===== src/rtl/fetch_if.sv =====
// fetch_if: instruction-memory, instruction-queue and redirect signals seen by the fetch stage.
interface fetch_if #(parameter int XLEN = 32);
  logic [XLEN-1:0]   imem_addr;
  logic [3:0]        imem_rmask;
  logic [XLEN-1:0]   imem_rdata;
  logic              imem_resp;
  logic              q_enqueue;
  logic [2*XLEN-1:0] q_wdata;
  logic              q_full;
  logic              redirect;
  logic [XLEN-1:0]   redirect_pc;
  logic [XLEN-1:0]   fetch_pc;
  modport master (
    output imem_addr, imem_rmask, q_enqueue, q_wdata, fetch_pc,
    input  imem_rdata, imem_resp, q_full, redirect, redirect_pc
  );
  modport slave (
    input  imem_addr, imem_rmask, q_enqueue, q_wdata, fetch_pc,
    output imem_rdata, imem_resp, q_full, redirect, redirect_pc
  );
endinterface


===== src/rtl/fetch_unit.sv =====
// fetch_unit: PC keeper issuing one imem read at a time and pushing {pc, instr} into the
// instruction queue, with a one-entry hold for backpressure and discard of redirected fetches.
module fetch_unit #(
  parameter int              XLEN     = 32,
  parameter logic [XLEN-1:0] RESET_PC = 32'h1eceb000
) (
  input logic     clk,
  input logic     rst_n,
  fetch_if.master bus
);
  typedef enum logic [1:0] {S_ISSUE, S_WAIT, S_HOLD} state_t;
  state_t          state_q, state_d;
  logic [XLEN-1:0] pc_q, pc_d, hold_q, hold_d;
  logic            discard_q, discard_d, enq;
  always_ff @(posedge clk or negedge rst_n) begin
    if (!rst_n) begin
      state_q   <= S_ISSUE;
      pc_q      <= RESET_PC;
      hold_q    <= '0;
      discard_q <= 1'b0;
    end else begin
      state_q   <= state_d;
      pc_q      <= pc_d;
      hold_q    <= hold_d;
      discard_q <= discard_d;
    end
  end
  always_comb begin
    state_d   = state_q;
    pc_d      = pc_q;
    hold_d    = hold_q;
    discard_d = discard_q;
    enq       = 1'b0;
    if (bus.redirect) begin
      // an outstanding request with no response yet must be dropped when it returns
      pc_d      = {bus.redirect_pc[XLEN-1:2], 2'b00};
      discard_d = state_q == S_WAIT && !bus.imem_resp;
      state_d   = discard_d ? S_WAIT : S_ISSUE;
    end else begin
      unique case (state_q)
        S_ISSUE: state_d = bus.q_full ? S_ISSUE : S_WAIT;
        S_WAIT: begin
          if (bus.imem_resp) begin
            discard_d = 1'b0;
            if (discard_q) begin
              state_d = S_ISSUE;
            end else if (!bus.q_full) begin
              enq     = 1'b1;
              pc_d    = pc_q + XLEN'(4);
              state_d = S_ISSUE;
            end else begin
              hold_d  = bus.imem_rdata;
              state_d = S_HOLD;
            end
          end
        end
        S_HOLD: begin
          if (!bus.q_full) begin
            enq     = 1'b1;
            pc_d    = pc_q + XLEN'(4);
            state_d = S_ISSUE;
          end
        end
        default: state_d = S_ISSUE;
      endcase
    end
  end
  assign bus.imem_addr  = pc_q;
  assign bus.imem_rmask = (rst_n && state_q == S_ISSUE && !bus.redirect && !bus.q_full) ? 4'hF : 4'h0;
  assign bus.q_enqueue  = enq;
  assign bus.q_wdata    = {pc_q, state_q == S_HOLD ? hold_q : bus.imem_rdata};
  assign bus.fetch_pc   = pc_q;
endmodule


===== src/flat_wrapper.sv =====
// flat-port wrapper written by rule: the top's interface ports become plain ports
module fetch_unit_flat 
#(
  parameter int              XLEN     = 32,
  parameter logic [XLEN-1:0] RESET_PC = 32'h1eceb000
)
  (clk, rst_n, bus_imem_addr, bus_imem_rmask, bus_q_enqueue, bus_q_wdata, bus_fetch_pc, bus_imem_rdata, bus_imem_resp, bus_q_full, bus_redirect, bus_redirect_pc);
  fetch_if #(.XLEN(XLEN)) bus_i ();
  input logic clk;
  input logic rst_n;
  output wire logic [$bits(bus_i.imem_addr)-1:0] bus_imem_addr;
  output wire logic [$bits(bus_i.imem_rmask)-1:0] bus_imem_rmask;
  output wire logic [$bits(bus_i.q_enqueue)-1:0] bus_q_enqueue;
  output wire logic [$bits(bus_i.q_wdata)-1:0] bus_q_wdata;
  output wire logic [$bits(bus_i.fetch_pc)-1:0] bus_fetch_pc;
  input wire logic [$bits(bus_i.imem_rdata)-1:0] bus_imem_rdata;
  input wire logic [$bits(bus_i.imem_resp)-1:0] bus_imem_resp;
  input wire logic [$bits(bus_i.q_full)-1:0] bus_q_full;
  input wire logic [$bits(bus_i.redirect)-1:0] bus_redirect;
  input wire logic [$bits(bus_i.redirect_pc)-1:0] bus_redirect_pc;
  assign bus_imem_addr = bus_i.imem_addr;
  assign bus_imem_rmask = bus_i.imem_rmask;
  assign bus_q_enqueue = bus_i.q_enqueue;
  assign bus_q_wdata = bus_i.q_wdata;
  assign bus_fetch_pc = bus_i.fetch_pc;
  assign bus_i.imem_rdata = bus_imem_rdata;
  assign bus_i.imem_resp = bus_imem_resp;
  assign bus_i.q_full = bus_q_full;
  assign bus_i.redirect = bus_redirect;
  assign bus_i.redirect_pc = bus_redirect_pc;
  fetch_unit #(.XLEN(XLEN), .RESET_PC(RESET_PC)) u_core (.clk(clk), .rst_n(rst_n), .bus(bus_i));
endmodule

===== config.mk =====
export PLATFORM = sky130hd
export DESIGN_NAME = fetch_unit_flat
export DESIGN_NICKNAME = d
export VERILOG_FILES = /design/src/rtl/fetch_if.sv /design/src/rtl/fetch_unit.sv /design/src/flat_wrapper.sv
export SDC_FILE = /design/constraint.sdc
export NUM_CORES = 1
export LEC_CHECK = 0
export BUFFER_PORTS_ARGS = -buffer_cell sky130_fd_sc_hd__buf_4
export CELL_PAD_IN_SITES_DETAIL_PLACEMENT = 0
export CELL_PAD_IN_SITES_GLOBAL_PLACEMENT = 1
export CORE_MARGIN = 2
export CORE_UTILIZATION = 31
export DETAILED_ROUTE_END_ITERATION = 12
export GPL_TIMING_DRIVEN = 0
export PLACE_DENSITY_LB_ADDON = 0.1
export SKIP_LAST_GASP = 1
export SYNTH_ARGS = -nofsm -noshare
export SYNTH_HDL_FRONTEND = slang
export SYNTH_SLANG_ARGS = --single-unit

===== constraint.sdc =====
create_clock -name clk -period 2.1 [get_ports clk]
set_input_delay 0.42 -clock clk [delete_from_list [all_inputs] [get_ports clk]]
set_output_delay 0.42 -clock clk [all_outputs]
set_load 0.01 [all_outputs]

==> results.yml, run 1 <==
floorplan:
  coreArea_sq_um: 13140
  die_area_sq_um: 14250
  io_pins: 202
  die_h_microns: 119.4
  num_rows: 42
  die_width_microns: 119.4
  initial_core_util: 0.3141
route:
  routed_via_density: 4.551
  via_count: 3650
  drt_iter0_drc: 120
  wl_microns: 11800
  drcViolationCount: 0
  dr.pass1.iters: 4
  postRouteAntennaNets: 0
  routedWlPerCell_microns: 14.71
sta:
  fmax_mhz: 448.1
  tns_ns: -3.326
  skew_ns: 0.008093
  layout_setup_ws_ns: -0.1317
  tightest_slew_ns: 0.6383
  min_period_ns: 2.232
  finalHoldViolations: 0
  final_max_slew_viol_count: 0
  slew_headroom: 0.5745
  rsz0062_at_grt: "yes"
  fin_crit_sh: 1.063
  finalSetupViolCount: 39
worst_hold_path:
  min_path_type: "in -> async"
global_route:
  grt_max_degree: 67
  grtUsageTotal: 0.1664
  antenna_found_initial: 0
  grt_pass1_vias: 3738
  grt_pass1_wl_microns: 18620
  grt_overflow: 0
clock_tree:
  cts.reportedPaths.clkPinSlew_ns: 0.06
  cts.htree.levels: 3
  cts_buffers: 9
  cts_tree: "built"
  ctsHoldBuffers: 0
  clock_latency_ns: 0.34
  root_buffer: "clkbuf_16"
  clock-sinks: 65
  ctsLongestPathBuffers: 2
worst_setup_path:
  cpMostUsedCell: "buf_4"
  worstSetupEndpointType: "output pin"
  critPathMaxFanout: 6
  crit_arrival_ns: 1.81
  reg2reg_slack_ns: -0.12
  path_buf_inv: 5
  cp.required_ns: 1.68
  crit_path_max_incr_delay_ns: 0.40
  crit_chain: "inv_2, ha_4, buf_8, buf_4, buf_12, mux2_4, buf_4"
  cp-start-kind: "flop"
  cpLargestDelayFamily: "buffers and inverters"
  crit_path_top_delay_cell: "dfrtp_1"
  critPathKind: "reg -> out"
power:
  seqPwrFrac: 0.387
  ir_drop_v: 0.0004672
  internal_power_w: 0.003373
  power.switching_w: 0.001238
  power_density_nw_per_um2: 710.8
  total_power_w: 0.004611
  power.leakage_nw: 3.083
  switching_share: 0.2685
  power_frac_comb: 0.265
  clockPowerShare: 0.348
synthesis:
  synth_flop_cell: "dfrtp_1"
  synth_edf_count: 0
  synthCells: 405
  syn_avg_cell_area_sq_um: 10.19
  synth.distinct_cells: 45
  syn_area_sq_um: 4126
  seq_area_frac_synth: 0.3978
  ys_async_sr_fraction: 1.000
  yosysWarnings: 0
  ys_ff_latch: 65
final_layout:
  regArea_sq_um: 1642
  area_growth_pct: 57.22
  fillers: 1279
  fin_nets: 694
  drive_gt1_frac: 0.6262
  n_antenna_cell: 0
  multi_input_area_sq_um: 2062
placed_design:
  place_congestion: 0.7012
  hpwl_microns: 8677
  numPortBuffers: 193
outcome:
  status: "complete, but fails checks"
  violations: "setup timing"
flow_run:
  maxCapViolations: 0
## final cells by class
class	instances	area share
Buffer	84	0.1007
Inverter	6	0.003472
Clock buffer	11	0.03587
Clock inverter	5	0.01234
Timing Repair Buffer	200	0.2428
Sequential cell	65	0.2530
Tap cell	176	0.03394
Multi-Input combinational cell	255	0.3178
## per-layer routing
metal  GRT usage  vias to the layer above  wire length [microns]
li1            -                     1760                      -
met1      0.1965                     1746                   4757
met2      0.2805                      129                   5820
met3     0.04933                       15                    968
met4     0.07206                        0                    252
met5           0                        -                      0
## cell usage after synthesis (2+ instances only)
cell,count,share of area
nand2b_1,2,0.0030
nand3_1,9,0.011
nor4_1,4,0.0061
clkbuf_1,13,0.012
and2_1,2,0.0030
a21oi_1,3,0.0036
o21ai_1,6,0.0073
inv_1,6,0.0055
mux2_2,64,0.17
nand2_1,42,0.038
dfstp_2,12,0.076
nand4_1,10,0.015
nor2_1,8,0.0073
xor2_1,4,0.0085
nor3_1,8,0.0097
and4_1,3,0.0064
buf_4,70,0.13
mux2i_1,4,0.0097
nor2b_1,4,0.0061
o21ai_0,24,0.029
and3_1,5,0.0076
nor3_2,2,0.0049
xnor2_1,22,0.047
a22oi_1,2,0.0036
ha_1,4,0.012
dfrtp_1,53,0.32
## metrics by stage
stage	utilization	setup slack (ns)	cell area [sq um]	instances	hold slack (ns)
6_report	0.4938	-0.1317	6487	802	0.09998
5_1_grt	0.4938	-0.2071	6487	802	0.1442
4_1_cts	0.4771	-0.1547	6269	798	0.1219
3_5_place_dp	0.4430	-0.3542	5821	779	0.4897
3_3_place_gp	0.4430	-0.3479	5821	779	0.4837
2_1_floorplan	-	-0.01938	4151	410	0.1244
## logic make-up (layout without fill, tap and decap cells)
group | after synthesis | after routing | share of synthesized area
compound gates | 42 | 42 | 0.05943
xor+xnor | 26 | 26 | 0.05518
fa+ha+maj | 4 | 4 | 0.01213
buf+inv | 90 | 306 | 0.1474
flops | 65 | 65 | 0.3978
mux | 68 | 68 | 0.1844
other cells | 1 | 6 | 0.0009088
simple gates | 109 | 109 | 0.1428
## registers in the layout, indices dropped and copies added, names as in the netlist
name	flops
u_core.bus.fetch_pc	30
u_core.discard_q	1
u_core.hold_q	32
u_core.state_q	2
## repair_timing
| action | 4_1_cts | 5_1_grt |
|---|---|---|
| setup endpoints to repair | 78 | 84 |
| buffers inserted | 2 | 3 |
| resized for setup | 30 | 44 |
| pin swaps | 2 | 2 |
| gates cloned | 1 | 1 |
## power groups by stage
stage	clock (W)	combinational (W)	sequential [W]
CTS	0.00165	0.00120	0.00178
detailed placement	0	0.00119	0.00180
global placement	0	0.00117	0.00178
floorplan	0	0.000660	0.00176
finish	0.00160	0.00122	0.00178
global route	0.00171	0.00134	0.00183
## cell usage in the layout, fill, tap and decap left out, types with 3 or more instances in the layout
master / count
buf_4: 254
mux2_2: 53
dfrtp_1: 53
nand2_1: 42
o21ai_0: 23
xnor2_1: 22
buf_6: 16
dfstp_2: 12
mux2_4: 11
clkbuf_16: 11
nand4_1: 10
nand3_1: 9
clkbuf_1: 8
o21ai_1: 7
nor2_1: 6
conb_1: 6
inv_1: 5
nor3_2: 5
nor2b_1: 4
and3_1: 4
xor2_1: 4
nor3_1: 4
mux2i_1: 4
and4_1: 3
a21oi_1: 3
## final timing paths
check | startpoint | end | depth (start not counted)
worst max-delay path | u_core.state_q[0]$_DFFE_PN0P_ | bus_q_wdata[26] | 7
worst min-delay path | rst_n | u_core.bus.fetch_pc[11]$_DFFE_PN0P_ | 1
worst max register to register | u_core.state_q[0]$_DFFE_PN0P_ | u_core.bus.fetch_pc[23]$_DFFE_PN1P_ | 9
worst min register to register | u_core.hold_q[3]$_DFFE_PN0P_ | u_core.hold_q[3]$_DFFE_PN0P_ | 1
max in group asynchronous | rst_n | u_core.hold_q[5]$_DFFE_PN0P_ | 1
min in group clk | bus_redirect_pc[29] | u_core.bus.fetch_pc[29]$_DFFE_PN0P_ | 3
Power figures use the tool's default switching activity.
==> inputs of run 2 (changes only) <==
--- a/config.mk
+++ b/config.mk
@@ -11,7 +11,6 @@
 export CORE_MARGIN = 2
 export CORE_UTILIZATION = 31
 export DETAILED_ROUTE_END_ITERATION = 12
-export GPL_TIMING_DRIVEN = 0
 export PLACE_DENSITY_LB_ADDON = 0.1
 export SKIP_LAST_GASP = 1
 export SYNTH_ARGS = -nofsm -noshare
==> run 2 against run 1 <==
Against the previous run:
- the flow still finishes with violations (setup timing)
- sequential share of layout area is 1.7 points higher
- sequential power about the same
- setup slack gained 0.023 ns
- first-iteration DRC count shrank 23%
- hold slack better by 0.19 ns
- routed wire length fell by 4.4%
- global-route usage is 0.70 points lower
- clock skew fell by 0.0024 ns
- total power decreased by 2.2%
- clock power increased by 3%
- flip-flop and latch count stayed put
- fmax rose by 1.1%
- largest cell class is now multi-input combinational cells
- largest power group unchanged
==> results.yml, run 2 (synthesis results as in run 1) <==
placed_design:
  place_inst: 726
  dpl_cell_area_sq_um: 5492
  hpwl_microns: 7762
  post-place-ws_ns: -0.05691
  numPortBuffers: 193
  place_congestion: 0.7121
route:
  drcViolationCount: 0
  drt_iter0_drc: 92
  routed_via_density: 4.576
  dr.pass1.iters: 5
  postRouteAntennaNets: 0
  routedWlPerCell_microns: 15.00
  wl_microns: 11280
  via_count: 3441
floorplan:
  num_rows: 42
  initial_core_util: 0.3141
  coreArea_sq_um: 13140
  die_area_sq_um: 14250
  io_pins: 202
  die_width_microns: 119.4
  die_h_microns: 119.4
sta:
  fin_crit_sh: 1.052
  tightest_slew_ns: 0.8717
  final_max_slew_viol_count: 0
  layout_setup_ws_ns: -0.1083
  skew_ns: 0.005704
  fmax_mhz: 452.8
  slew_headroom: 0.4189
  tns_ns: -3.304
  finalHoldViolations: 0
  finalSetupViolCount: 40
  rsz0062_at_grt: "yes"
  min_period_ns: 2.208
worst_setup_path:
  crit_arrival_ns: 2.46
  cp.required_ns: 2.35
  rr_worst_depth: 8
  critPathMaxFanout: 5
  cp-start-kind: "flop"
  worstSetupEndpointType: "flop"
  critPathKind: "reg -> reg"
power:
  power_density_nw_per_um2: 742.7
  switching_share: 0.2758
  internal_power_w: 0.003267
  clockPowerShare: 0.365
  power_frac_comb: 0.246
  power.leakage_nw: 2.796
  power.switching_w: 0.001244
  total_power_w: 0.004511
  ir_drop_v: 0.0003607
  seqPwrFrac: 0.389
final_layout:
  most-common-layout-cells: "buf_4 (225), mux2_2 (64), dfrtp_1 (53)"
  regMostFlops: "u_core.hold_q"
  n_antenna_cell: 0
  fillers: 1304
  finalInstanceArea_sq_um: 6075
  layoutNonFillerInstCount: 752
  largest_reg_flops: 32
  multi_input_area_sq_um: 2011
  regArea_sq_um: 1642
  drive_gt1_frac: 0.6007
  fin_nets: 644
  final_common_cell: "buf_4"
  area_growth_pct: 47.21
clock_tree:
  clock-sinks: 65
  cts.htree.levels: 3
  cts_buffers: 9
  root_buffer: "clkbuf_16"
  clock_latency_ns: 0.34
  ctsLongestPathBuffers: 2
  cts.reportedPaths.clkPinSlew_ns: 0.06
  cts_tree: "built"
global_route:
  grt_pass1_wl_microns: 17570
  antenna_found_initial: 0
  grt_pass1_vias: 3427
  grt_max_degree: 66
  grt_overflow: 0
  grtUsageTotal: 0.1594
worst_hold_path:
  min_path_type: "in -> reg"
  min_path_cells: 3
outcome:
  status: "complete, but fails checks"
  violations: "setup timing"
flow_run:
  maxCapViolations: 0
-- run 2: layout make-up --
class	instances	share of cell area
tap	176	0.03625
timing repair buffer	234	0.3059
multi-input combinational	255	0.3310
sequential	65	0.2702
clock buffer	10	0.03769
clock inverter	6	0.01524
inverter	6	0.003708
-- run 2: worst paths after layout --
check / start / to / slack (ns)
max in group asynchronous: rst_n / u_core.hold_q[27]$_DFFE_PN0P_ / 1.21
worst min-delay path: bus_redirect_pc[29] / u_core.bus.fetch_pc[29]$_DFFE_PN0P_ / 0.29
min in group asynchronous: rst_n / u_core.bus.fetch_pc[6]$_DFFE_PN0P_ / 0.32
worst max register to register: u_core.state_q[0]$_DFFE_PN0P_ / u_core.bus.fetch_pc[23]$_DFFE_PN1P_ / -0.11
worst max-delay path: u_core.state_q[0]$_DFFE_PN0P_ / u_core.bus.fetch_pc[23]$_DFFE_PN1P_ / -0.11
worst min register to register: u_core.hold_q[25]$_DFFE_PN0P_ / u_core.hold_q[25]$_DFFE_PN0P_ / 0.50
-- run 2: per-layer routing --
layer	GRT usage	part of all wire	up-vias
li1	-	-	1666
met1	0.1887	0.42	1635
met2	0.2672	0.48	128
met3	0.05029	0.084	12
met4	0.06618	0.018	0
met5	0	0	-
-- run 2: power by group through the flow --
stage               registers, W  logic (W)  clock network, W
floorplan                0.00176   0.000660                 0
global placement         0.00175    0.00108                 0
detailed placement       0.00177    0.00110                 0
CTS                      0.00176    0.00112           0.00170
global route             0.00180    0.00122           0.00176
finish                   0.00175    0.00111           0.00165
-- run 2: repair_timing --
item / in CTS / in global routing
endpoints found under the hold margin: 0 / 0
endpoints found under the setup margin: 42 / 51
gates resized for setup: 14 / 13
hold buffers: 0 / 0
buffers inserted: 4 / 2
pin swaps: 5 / 4
cloned: 3 / 1
-- run 2: metrics by stage --
| step | util | hold WS [ns] |
|---|---|---|
| 3_3_place_gp | 0.4180 | 0.4836 |
| 6_report | 0.4624 | 0.2893 |
| 2_1_floorplan | - | 0.1244 |
| 4_1_cts | 0.4536 | 0.2755 |
| 3_5_place_dp | 0.4180 | 0.4908 |
| 5_1_grt | 0.4624 | 0.2857 |
-- run 2: critical path, stage by stage, from the launching register on --
cell      delay (ns)
dfrtp_1         0.39
buf_6           0.13
ha_4            0.15
or3b_4          0.39
a2111o_1        0.44
buf_6           0.17
nor4_4          0.21
xnor2_1         0.15
o21ai_1         0.07
==> inputs of run 3 (changes only) <==
--- a/config.mk
+++ b/config.mk
@@ -12,7 +12,6 @@
 export CORE_UTILIZATION = 31
 export DETAILED_ROUTE_END_ITERATION = 12
 export PLACE_DENSITY_LB_ADDON = 0.1
-export SKIP_LAST_GASP = 1
 export SYNTH_ARGS = -nofsm -noshare
 export SYNTH_HDL_FRONTEND = slang
 export SYNTH_SLANG_ARGS = --single-unit
==> run 3 against run 2 <==
Against the previous run:
- the flow still finishes with violations (setup timing)
- hold slack got worse by 0.00096 ns
- sequential power barely moved
- clock skew barely moved
==> results.yml, run 3 (synthesis results as in run 1) <==
outcome:
  status: "complete, but fails checks"
  violations: "setup timing"
sta:
  finalHoldWorstSlack_ns: 0.2884
  final_max_slew_viol_count: 0
  rsz0062_at_grt: "yes"
  fmax_mhz: 453.7
  tightest_slew_ns: 0.8654
  layout_setup_ws_ns: -0.1040
  finalSetupViolCount: 40
  min_period_ns: 2.204
  slew_headroom: 0.4231
  skew_ns: 0.005672
  finalHoldViolations: 0
  fin_crit_sh: 1.050
final_layout:
  area_growth_pct: 47.30
  finalInstanceArea_sq_um: 6078
  n_antenna_cell: 0
  fin_nets: 644
  regMostFlops: "u_core.hold_q"
  drive_gt1_frac: 0.6024
  final_common_cell: "buf_4"
  most-common-layout-cells: "buf_4 (225), mux2_2 (64), dfrtp_1 (53)"
  largest_reg_flops: 32
worst_setup_path:
  critPathKind: "reg -> reg"
  cp.required_ns: 2.35
  cpLargestDelayFamily: "simple AND/OR/NAND/NOR gates"
  crit_arrival_ns: 2.45
  crit_path_max_incr_delay_ns: 0.44
  cp-start-kind: "flop"
  critPathMaxFanout: 5
  crit_chain: "buf_6, ha_4, or3b_4, a2111o_1, buf_6, nor4_4, xnor2_1, o21ai_1"
  path_buf_inv: 2
  crit_path_top_delay_cell: "a2111o_1"
  cpMostUsedCell: "buf_6"
  worstSetupEndpointType: "flop"
placed_design:
  dpl_cell_area_sq_um: 5492
  numPortBuffers: 193
  place_congestion: 0.7121
  hpwl_microns: 7762
route:
  dr.pass1.iters: 5
  wl_microns: 11270
  via_count: 3430
  postRouteAntennaNets: 0
  routedWlPerCell_microns: 14.99
  drcViolationCount: 0
  routed_via_density: 4.561
  drt_iter0_drc: 85
floorplan:
  coreArea_sq_um: 13140
  die_width_microns: 119.4
  initial_core_util: 0.3141
  num_rows: 42
  io_pins: 202
  die_area_sq_um: 14250
  die_h_microns: 119.4
global_route:
  grtUsageTotal: 0.1596
  grt_pass1_wl_microns: 17600
  grt_overflow: 0
  antenna_found_initial: 0
  grt_pass1_vias: 3432
  grt_max_degree: 66
clock_tree:
  ctsHoldBuffers: 0
  cts.reportedPaths.clkPinSlew_ns: 0.06
  ctsLongestPathBuffers: 2
  clock-sinks: 65
  root_buffer: "clkbuf_16"
  cts_buffers: 9
  cts_tree: "built"
  cts.htree.levels: 3
  clock_latency_ns: 0.34
power:
  power.leakage_nw: 2.798
  total_power_w: 0.004513
  ir_drop_v: 0.0003607
  power_density_nw_per_um2: 742.5
flow_run:
  maxCapViolations: 0
worst_hold_path:
  min_path_type: "in -> reg"
[run 3: cell count changes in the layout (fill, tap and decap cells not counted)]
cell   before  now
or4_1       1    0
or4_4       0    1
[run 3: tightest hold or removal path, cell delays in order]
cell and delay, ns:
buf_4 0.08, nand2_1 0.04, o21ai_0 0.05
[run 3: cell type report]
type                            count  area, sq um
Clock buffer                       10        229.0
Fill cell                        1304         7059
Multi-Input combinational cell    255         2014
Clock inverter                      6        92.59
Sequential cell                    65         1642
Tap cell                          176        220.2
Timing Repair Buffer              234         1858
Inverter                            6        22.52
[run 3: what timing repair did]
action,4_1_cts,5_1_grt
hold endpoints to repair,0,0
endpoints found under the setup margin,42,51
pin swaps,5,4
gates cloned,3,1
gates resized for setup,17,11
setup buffers,4,2
[run 3: routing by layer]
metal,vias to the layer above,wire length (microns),GRT usage,part of all wire
li1,1667,-,-,-
met1,1619,4714,0.1890,0.42
met2,133,5426,0.2676,0.48
met3,11,930,0.05029,0.083
met4,0,200,0.06618,0.018
met5,-,0,0,0
[run 3: path summary, 6_finish.rpt]
check / startpoint / cells past startpoint / to / slack, ns
max in group asynchronous: rst_n / 2 / u_core.hold_q[27]$_DFFE_PN0P_ / 1.22
max reg2reg: u_core.state_q[0]$_DFFE_PN0P_ / 8 / u_core.bus.fetch_pc[23]$_DFFE_PN1P_ / -0.10
min reg2reg: u_core.hold_q[25]$_DFFE_PN0P_ / 1 / u_core.hold_q[25]$_DFFE_PN0P_ / 0.50
min: bus_redirect_pc[29] / 3 / u_core.bus.fetch_pc[29]$_DFFE_PN0P_ / 0.29
min in group asynchronous: rst_n / 2 / u_core.bus.fetch_pc[6]$_DFFE_PN0P_ / 0.33
max: u_core.state_q[0]$_DFFE_PN0P_ / 8 / u_core.bus.fetch_pc[23]$_DFFE_PN1P_ / -0.10
[run 3: report_power, final]
group          leakage, nW  switching [W]  internal (W)
clock network        0.149       0.000604       0.00104
registers            0.783       0.000194       0.00156
logic                 1.87       0.000448      0.000663
total                 2.80        0.00125       0.00327
[run 3: through the flow]
stage	util	TNS, ns	instances	setup WS (ns)
2_1_floorplan	-	-0.03819	410	-0.01938
3_3_place_gp	0.4180	-0.07484	726	-0.04770
3_5_place_dp	0.4180	-0.1430	726	-0.05691
4_1_cts	0.4548	-3.957	749	-0.1248
5_1_grt	0.4627	-7.491	752	-0.2032
6_report	0.4627	-3.314	752	-0.1040
